## config.mk

```make
export PLATFORM = sky130hd
export DESIGN_NAME = glyph_renderer
export DESIGN_NICKNAME = d
export VERILOG_FILES = /design/src/rtl/text_pkg.sv /design/src/rtl/font_rom_8x16.sv /design/src/rtl/glyph_renderer.sv
export SDC_FILE = /design/constraint.sdc
export NUM_CORES = 1
export LEC_CHECK = 0
export BUFFER_PORTS_ARGS = -buffer_cell sky130_fd_sc_hd__buf_2
export CORE_UTILIZATION = 53
export CTS_BUF_LIST = sky130_fd_sc_hd__clkbuf_8
export DETAILED_ROUTE_END_ITERATION = 8
export GPL_ROUTABILITY_DRIVEN = 0
export GPL_TIMING_DRIVEN = 0
export HOLD_SLACK_MARGIN = 0.03
export PLACE_DENSITY_LB_ADDON = 0.08
export SYNTH_ARGS = -nofsm -noshare
export SYNTH_HDL_FRONTEND = slang
export SYNTH_SLANG_ARGS = --single-unit
```

## constraint.sdc

```tcl
create_clock -name clk -period 3.76 [get_ports clk]
set_input_delay 0.94 -clock clk [delete_from_list [all_inputs] [get_ports clk]]
set_output_delay 0.94 -clock clk [all_outputs]
set_load 0.01 [all_outputs]
```

## src/rtl/text_pkg.sv

```systemverilog
// text_pkg -- shared constants and types for the text rendering path.
//
// Holds the font cell geometry, colour width, the printable-range bounds of
// the character set and the per-pixel control bundle that travels alongside
// the font ROM read in the glyph renderer pipeline.
package text_pkg;

    localparam int GLYPH_W = 8;
    localparam int GLYPH_H = 16;
    localparam int COLOR_W = 12;

    localparam logic [6:0] ASCII_SPACE = 7'h20;
    localparam logic [6:0] ASCII_DEL   = 7'h7F;

    localparam int ASCII_W = 7;
    localparam int POS_W   = 10;
    localparam int COL_W   = $clog2(GLYPH_W);
    localparam int ROW_W   = $clog2(GLYPH_H);
    localparam int ROM_AW  = ASCII_W + ROW_W;

    // Everything about a pixel except the glyph bits themselves; it rides
    // beside the ROM read so it lines up with the data in the final stage.
    typedef struct packed {
        logic [COL_W-1:0]   col;
        logic               blank;
        logic               disp;
        logic               video;
        logic               hide;
        logic [COLOR_W-1:0] fg;
        logic [COLOR_W-1:0] bg;
    } pix_ctrl_t;

    // Control codes and DEL have no visible glyph.
    function automatic logic is_blank_code(input logic [ASCII_W-1:0] code);
        return (code < ASCII_SPACE) || (code == ASCII_DEL);
    endfunction

endpackage

```

## src/rtl/font_rom_8x16.sv

```systemverilog
// font_rom_8x16 -- 2048 x 8 character generator ROM, one-cycle synchronous read.
//
// Ports:
//   clk   in   read clock
//   addr  in   11-bit address {ascii[6:0], row[3:0]}
//   data  out  8-bit glyph row, bit 7 = leftmost column, valid one edge after addr
//
// Content: space is blank, 'A' is the classic 8x16 VGA shape, every other
// code holds a hollow 8x16 box outline as a stand-in shape (control codes
// included; the renderer blanks those itself).
module font_rom_8x16
    import text_pkg::*;
(
    input  logic              clk,
    input  logic [ROM_AW-1:0] addr,
    output logic [GLYPH_W-1:0] data
);

    function automatic logic [GLYPH_W-1:0] glyph_row(
        input logic [ASCII_W-1:0] code,
        input logic [ROW_W-1:0]   row
    );
        logic [GLYPH_W-1:0] bits;
        if (code == ASCII_SPACE) begin
            bits = 8'h00;
        end else if (code == 7'h41) begin
            case (row)
                4'd2:    bits = 8'h10;
                4'd3:    bits = 8'h38;
                4'd4:    bits = 8'h6C;
                4'd5,
                4'd6,
                4'd8,
                4'd9,
                4'd10,
                4'd11:   bits = 8'hC6;
                4'd7:    bits = 8'hFE;
                default: bits = 8'h00;
            endcase
        end else if (row == 4'd0 || row == 4'(GLYPH_H - 1)) begin
            bits = 8'hFF;
        end else begin
            bits = 8'h81;
        end
        return bits;
    endfunction

    // NOTE: ROM/RAM storage gets no reset -- it would stop the tools mapping
    // it onto block memory and buys nothing, since content is fixed.
    always_ff @(posedge clk) begin
        data <= glyph_row(addr[ROM_AW-1:ROW_W], addr[ROW_W-1:0]);
    end

endmodule

```

## src/rtl/glyph_renderer.sv

```systemverilog
// glyph_renderer -- turns a character code and scan position into a pixel colour.
//
// Three-stage pipeline, one pixel per cycle, no stalls:
//   S0  register inputs, cell column/row offsets and the blink state
//   S1  synchronous font ROM read at {ascii, row}
//   S2  pick the glyph bit for the column and mux fg/bg/black
// Output for inputs sampled at edge k is visible after edge k+2.
//
// Ports:
//   clk, reset            clock, asynchronous active-high reset
//   ascii_in              character code for the current box
//   display_contents      scan position is inside the character box
//   x, y                  current scan position
//   x_desired, y_desired  top-left corner of the character box
//   video_on              active display region
//   frame_start           one-cycle pulse per frame (advances blink counter)
//   blink_en              enable blinking
//   fg_color, bg_color    RGB444 colours
//   rgb                   registered pixel colour
//   pixel_valid           registered, video_on delayed two cycles
module glyph_renderer
    import text_pkg::*;
#(
    parameter int SCALE     = 2,
    parameter int BLINK_BIT = 4
) (
    input  logic                 clk,
    input  logic                 reset,
    input  logic [ASCII_W-1:0]   ascii_in,
    input  logic                 display_contents,
    input  logic [POS_W-1:0]     x,
    input  logic [POS_W-1:0]     y,
    input  logic [POS_W-1:0]     x_desired,
    input  logic [POS_W-1:0]     y_desired,
    input  logic                 video_on,
    input  logic                 frame_start,
    input  logic                 blink_en,
    input  logic [COLOR_W-1:0]   fg_color,
    input  logic [COLOR_W-1:0]   bg_color,
    output logic [COLOR_W-1:0]   rgb,
    output logic                 pixel_valid
);

    localparam logic [POS_W-1:0] SCALE_V = POS_W'(SCALE);

    // ---------------------------------------------------------------
    // Offsets into the character cell. Subtraction wraps modulo 1024 and
    // the quotient is truncated to the cell size, so a position left of or
    // above the box simply lands on some cell column/row.
    // ---------------------------------------------------------------
    logic [POS_W-1:0] dx, dy, col_full, row_full;

    assign dx       = x - x_desired;
    assign dy       = y - y_desired;
    assign col_full = dx / SCALE_V;
    assign row_full = dy / SCALE_V;

    // ---------------------------------------------------------------
    // Blink frame counter
    // ---------------------------------------------------------------
    logic [5:0] frame_cnt;

    // NOTE: sequential state uses non-blocking assignments so every register
    // samples the pre-edge value of the others, as real flops do.
    always_ff @(posedge clk or posedge reset) begin
        if (reset) begin
            frame_cnt <= '0;
        end else if (frame_start) begin
            frame_cnt <= frame_cnt + 6'd1;
        end
    end

    // ---------------------------------------------------------------
    // S0: input register. The blink bit is captured here, so a frame_start
    // on the same edge only affects pixels sampled afterwards.
    // ---------------------------------------------------------------
    pix_ctrl_t          s0_ctrl;
    logic [ASCII_W-1:0] s0_ascii;
    logic [ROW_W-1:0]   s0_row;

    always_ff @(posedge clk or posedge reset) begin
        if (reset) begin
            s0_ctrl  <= '0;
            s0_ascii <= '0;
            s0_row   <= '0;
        end else begin
            s0_ctrl.col   <= col_full[COL_W-1:0];
            s0_ctrl.blank <= is_blank_code(ascii_in);
            s0_ctrl.disp  <= display_contents;
            s0_ctrl.video <= video_on;
            s0_ctrl.hide  <= blink_en & frame_cnt[BLINK_BIT];
            s0_ctrl.fg    <= fg_color;
            s0_ctrl.bg    <= bg_color;
            s0_ascii      <= ascii_in;
            s0_row        <= row_full[ROW_W-1:0];
        end
    end

    // ---------------------------------------------------------------
    // S1: font ROM read, control bundle delayed alongside it
    // ---------------------------------------------------------------
    logic [GLYPH_W-1:0] rom_data;
    pix_ctrl_t          s1_ctrl;

    font_rom_8x16 u_font_rom (
        .clk  (clk),
        .addr ({s0_ascii, s0_row}),
        .data (rom_data)
    );

    always_ff @(posedge clk or posedge reset) begin
        if (reset) begin
            s1_ctrl <= '0;
        end else begin
            s1_ctrl <= s0_ctrl;
        end
    end

    // ---------------------------------------------------------------
    // S2: bit select and colour mux
    // ---------------------------------------------------------------
    logic               glyph_on;
    logic [COLOR_W-1:0] rgb_next;

    // Bit 7 is the leftmost column, so column c reads bit (7 - c).
    assign glyph_on = rom_data[COL_W'(GLYPH_W - 1) - s1_ctrl.col]
                      & ~s1_ctrl.blank & s1_ctrl.disp & ~s1_ctrl.hide;

    // NOTE: a default assignment first keeps this purely combinational;
    // any path that left rgb_next unassigned would infer a latch.
    always_comb begin
        rgb_next = '0;
        if (s1_ctrl.video) begin
            rgb_next = glyph_on ? s1_ctrl.fg : s1_ctrl.bg;
        end
    end

    always_ff @(posedge clk or posedge reset) begin
        if (reset) begin
            rgb         <= '0;
            pixel_valid <= 1'b0;
        end else begin
            rgb         <= rgb_next;
            pixel_valid <= s1_ctrl.video;
        end
    end

endmodule
```

### Yosys cells after proc, flatten, opt, wreduce, memory -nomap -nowiden

Memory sizes are Yosys's and may differ from the RTL's.
Cells that the tools add are included.
Widths: inputs -> output; s select.

| storage, ports and cells | value |
|---|---|
| bits in read-only memories | 112 |
| memories kept | 1 |
| flip-flop bits (word level) | 100 |
| output and inout port bits | 13 |
| input bits | 77 |

Memories:

| memory | words | bits a word | read ports | clocked after memory_dff | write ports | RTL line | RTL |
|---|---|---|---|---|---|---|---|
| (no name shown) | 16 | 7 | 1 | 0 | 0 | font_rom_8x16.sv:27 | `case (row)` |

| operators by class | value |
|---|---|
| eq/ne operators | 4 |
| order comparisons | 2 |
| muxes and demuxes | 6 |
| reduce and logical (&&, ||, !) cells | 3 |
| bitwise operators | 6 |
| $add $sub $neg | 4 |

Operators by type and width:

| cell | number |
|---|---|
| $mux 12 | 2 |
| $eq 7x7->1 const B | 2 |
| $mux 8 | 1 |
| $eq 7x6->1 const B | 1 |
| $lt 7x6->1 const B | 1 |
| $mux 7 | 1 |
| $add 6x1->6 const B | 1 |
| $sub 5x5->5 | 1 |
| $and 1x1->1 | 4 |
| $eq 4x4->1 const B | 1 |
| $logic_not 4->1 | 1 |
| $lt 3x4->1 const B | 1 |
| $sub 4x4->4 | 1 |
| $bmux 1 s3 | 1 |
| $sub 3x3->3 const A | 1 |
| $logic_or 1x1->1 | 2 |
| $not 1->1 | 2 |
| $mux 1 | 1 |

### Longest topological paths before layout

| depth | value |
|---|---|
| depth after elaboration | 8 |
| depth in mapped cells | 6 |
| mapped depth without buffers | 6 |

### Cells and area by module

From an unflattened synthesis, not the netlist that was laid out.

| second synthesis, totals | value |
|---|---|
| cell total of the unflattened synthesis | 212 |
| area total of the unflattened synthesis | 3,294.4 sq um |

Modules (own cells, without submodules):

| module | area each (sq um) | sequential area each (sq um) | instances | cells each |
|---|---|---|---|---|
| glyph_renderer | 2,931.6 | 2,277.2 | 1 | 175 |
| font_rom_8x16 | 362.8 | 120.1 | 1 | 37 |

### Worst setup path before layout

No wires, ideal clock.

| path | value |
|---|---|
| kind | input port to flip-flop |
| start point | input port y[0] |
| end point | register s0_row[3] |
| stages | 5 |
| library setup time | 0.124 ns |
| data required time | 3.636 ns |
| path slack | 1.740 ns |
| arrival time | 1.896 ns |
| cells stage by stage | nand2b_1 -> fa_1 -> a21o_1 -> a21oi_1 -> xnor2_1 |

| between the ends | value |
|---|---|
| longest elaborated chain between the ends | 1 |

RTL lines:

| element | RTL line | RTL |
|---|---|---|
| from (decl) | glyph_renderer.sv:32 | `input logic [POS_W-1:0] y,` |
| $sub 5x5->5 | glyph_renderer.sv:54 | `assign dy = y - y_desired;` |
| named net dy[4] | glyph_renderer.sv:51 | `logic [POS_W-1:0] dx, dy, col_full, row_full;` |
| to (signal assigned) | glyph_renderer.sv:95 | `s0_row <= row_full[ROW_W-1:0];` |
| to (decl) | glyph_renderer.sv:79 | `logic [ROW_W-1:0] s0_row;` |

The timed path passes the listed nets, and every way through them passes these cells.
A chain may end at the register's enable or synchronous reset.

### Worst setup path in the final report

| path | value |
|---|---|
| start point | register rgb[8] |
| end point | output port rgb[8] |

RTL lines:

| element | RTL line | RTL |
|---|---|---|
| from (decl) | glyph_renderer.sv:40 | `output logic [COLOR_W-1:0] rgb,` |
| from (signal assigned) | glyph_renderer.sv:143 | `rgb <= rgb_next;` |

No word-level cell between the ends.

==> results.toml <==
[worst_setup_path]
path_delay_family = "flip-flops"
r2r-end = "rgb[9]"
critical_path_class = "flop to primary output"
critPathMaxStageDelay_ns = 0.39
crit_required_ns = 2.82
worst_r2r_path_depth = 5
crit_path_max_fanout = 1
timing.rr.start = "s1_ctrl[28]"
start_kind = "flop"
critPathSlowestCell = "dfrtp_1"
path_cells = "buf_2"
r2r_slack_ns = 2.35
crit_buf_inv = 1
end_kind = "primary output"
arrival_ns = 0.89

[floorplan]
die_area_sq_um = 6412
fp.coreArea_sq_um = 5886
die_y_microns = 80.08
die_x_microns = 80.08
rows = 28
initial_core_util = 0.5489
io_pins = 90

[synth]
synth_fp_nets = 302
seq_area_frac_synth = 0.7421
yosysUniqueCellTypes = 31
yosys_warnings = 0
synth_seq_cells = 97
syn_area_sq_um = 3231
avgSynthCellArea_sq_um = 15.17
synth_cells = 213

[sta]
rsz0062_at_grt = "no"
fin_crit_ns = 1.829
fin_ws_ns = 1.931
min_period_over_period = 0.4865
tightest_slew_ns = 0.4446
slew_viol_final = 0
hold_viol = 0
setup_viol = 0
maxSlewHeadroom = 0.7036
max_freq_mhz = 546.7
final.setup_skew_ns = 0.009410

[layout]
final_common_cell = "dfrtp_1"
fin_cells = 372
area_growth_pct = 21.03
diodes = 0
fin_nets = 381
fin_util = 0.6643
final_cell_mix = "91 x dfrtp_1, 67 x buf_2, 29 x nand2_1, 16 x mux2i_1, 10 x ha_1"
drive_gt1_frac = 0.3030

[power]
switching_share = 0.2573
power_leakage_nw = 1.985
intPower_mw = 1.615
seq_power_share = 0.557
power_density_nw_per_um2 = 556.0
p_clk_frac = 0.324
ir_drop_uv = 352.8
p_switching_mw = 0.5593
power_frac_comb = 0.119

[clock_tree]
cts_buffer_depth = 2
clk_pin_slew_ns = 0.10
htree_levels = 3
clockRootBuffer = "clkbuf_8"
cts_sinks = 97
hold_buffers = 0
insertion_delay_ns = 0.35
cts_tree = "built"
post_cts_buffers = 0
cts_made_buffers = 9
post_cts_resized = 0

[placed_design]
dpl_worst_slack_ns = 1.572
placed_cells = 356
hpwlAfterDp_mm = 3.271
port_buffers = 67

[global_route]
grt-ovfl-total = 0
track_usage = 0.1650
grt_first_pass_wirelength_mm = 7.527
antenna_found_initial = 0
grt_pass1_vias = 1729
grt_max_degree = 77

[drt]
vias_per_cell = 4.618
vias = 1718
drcViolationCount = 0
drt-initial-drc-count = 56
routedWlPerCell_microns = 12.27
wl_mm = 4.564
ant_nets = 0
drt_first_pass_iters = 4

[min_path]
worstHoldStart = "s0_ctrl[17]"
hold_path_end = "s1_ctrl[17]"
hold_depth = 0
hold_class = "flop to flop"

[run]
cap_violations = 0

[status]
status = "finished, final reports clean"
-- cells in the mapped netlist, drive strengths merged --
cell type | n | area [sq um]
dfrtp | 91 | 2277
nand2 | 29 | 108.9
mux2i | 16 | 160.2
ha | 10 | 125.1
inv | 10 | 37.54
xnor2 | 8 | 70.07
dfxtp | 6 | 120.1
a21oi | 5 | 25.02
a21o | 4 | 30.03
nand3 | 3 | 20.02
nand4 | 3 | 18.77
nor3b | 3 | 22.52
xor2 | 3 | 26.28
clkbuf | 2 | 7.510
fa | 2 | 40.04
nand2b | 2 | 12.51
nor2 | 2 | 7.510
o21ai | 2 | 10.00
o31ai | 2 | 15.01
a22o | 1 | 8.760
a32oi | 1 | 8.760
and2 | 1 | 6.260
and3b | 1 | 8.760
buf | 1 | 11.26
mux2 | 1 | 11.26
nand3b | 1 | 7.510
nor4 | 1 | 12.51
nor4b | 1 | 15.01
o22ai | 1 | 6.260
-- layout make-up --
type,count,area [sq um]
Timing Repair Buffer,68,362.8
Clock inverter,7,96.34
Sequential cell,97,2397
Clock buffer,9,123.9
Multi-Input combinational cell,103,777.0
Buffer,3,18.77
Fill cell,461,1976
Inverter,10,40.04
Tap cell,75,93.84
-- power groups by stage --
stage | combinational, mW | sequential [mW] | clock [mW]
finish | 0.259 | 1.21 | 0.704
detailed placement | 0.263 | 1.23 | 0
global route | 0.293 | 1.22 | 0.765
floorplan | 0.171 | 1.23 | 0
global placement | 0.253 | 1.23 | 0
CTS | 0.264 | 1.21 | 0.724
-- cells by family (layout without fill, tap and decap cells) --
logic type                 count (synthesis)  count (layout)  synth area share
AOI/OAI and AO/OA                         16              16           0.03214
xor gates and xnor gates                  11              11           0.02982
adders and majority gates                 12              12           0.05112
buffers and inverters                     13              97           0.01743
DFF                                       97              97            0.7421
muxes                                     17              17           0.05306
and+or+nand+nor                           47              47           0.07436
-- registers in the layout, summed over array words and instances, names as in the netlist --
register,cells
s0_ctrl,31
s1_ctrl,31
rgb,12
s0_ascii,7
u_font_rom.data,6
frame_cnt,5
s0_row,4
pixel_valid,1
-- how the worst max path moves through the flow --
stage                     slack (ns)  cells after the start  startpoint            to
after floorplan                 0.46                      1       reset  frame_cnt[0]
after global routing            1.89                      1      rgb[8]        rgb[8]
after detailed placement        1.57                      6        y[0]     s0_row[3]
after global placement         -0.37                      2       reset   s1_ctrl[10]
after CTS                       1.91                      1      rgb[8]        rgb[8]
final                           1.93                      1      rgb[8]        rgb[8]
-- metal layers --
| layer | share of wire | vias up | GRT usage |
|---|---|---|---|
| li1 | - | 854 | - |
| met1 | 0.44 | 814 | 0.1973 |
| met2 | 0.50 | 41 | 0.2744 |
| met3 | 0.035 | 9 | 0.04091 |
| met4 | 0.021 | 0 | 0.09107 |
| met5 | 0 | - | 0 |
-- metrics by stage --
stage               cell area [sq um]  hold WS, ns  power [mW]  TNS, ns
floorplan                        3231       0.3312       1.400        0
global placement                 3660       0.3313       1.483   -33.32
detailed placement               3690       0.3347       1.496        0
CTS                              3910       0.3516       2.201        0
global route                     3910       0.3629       2.282        0
finish                           3910       0.3468       2.174        0
-- worst register-to-register path, stage by stage, from the launching register on --
cell,delay (ns)
dfrtp_1,0.41
nor3b_1,0.15
nor4b_2,0.24
nand3_2,0.16
buf_6,0.20
mux2i_1,0.18
(Power assumes the default switching activity.)
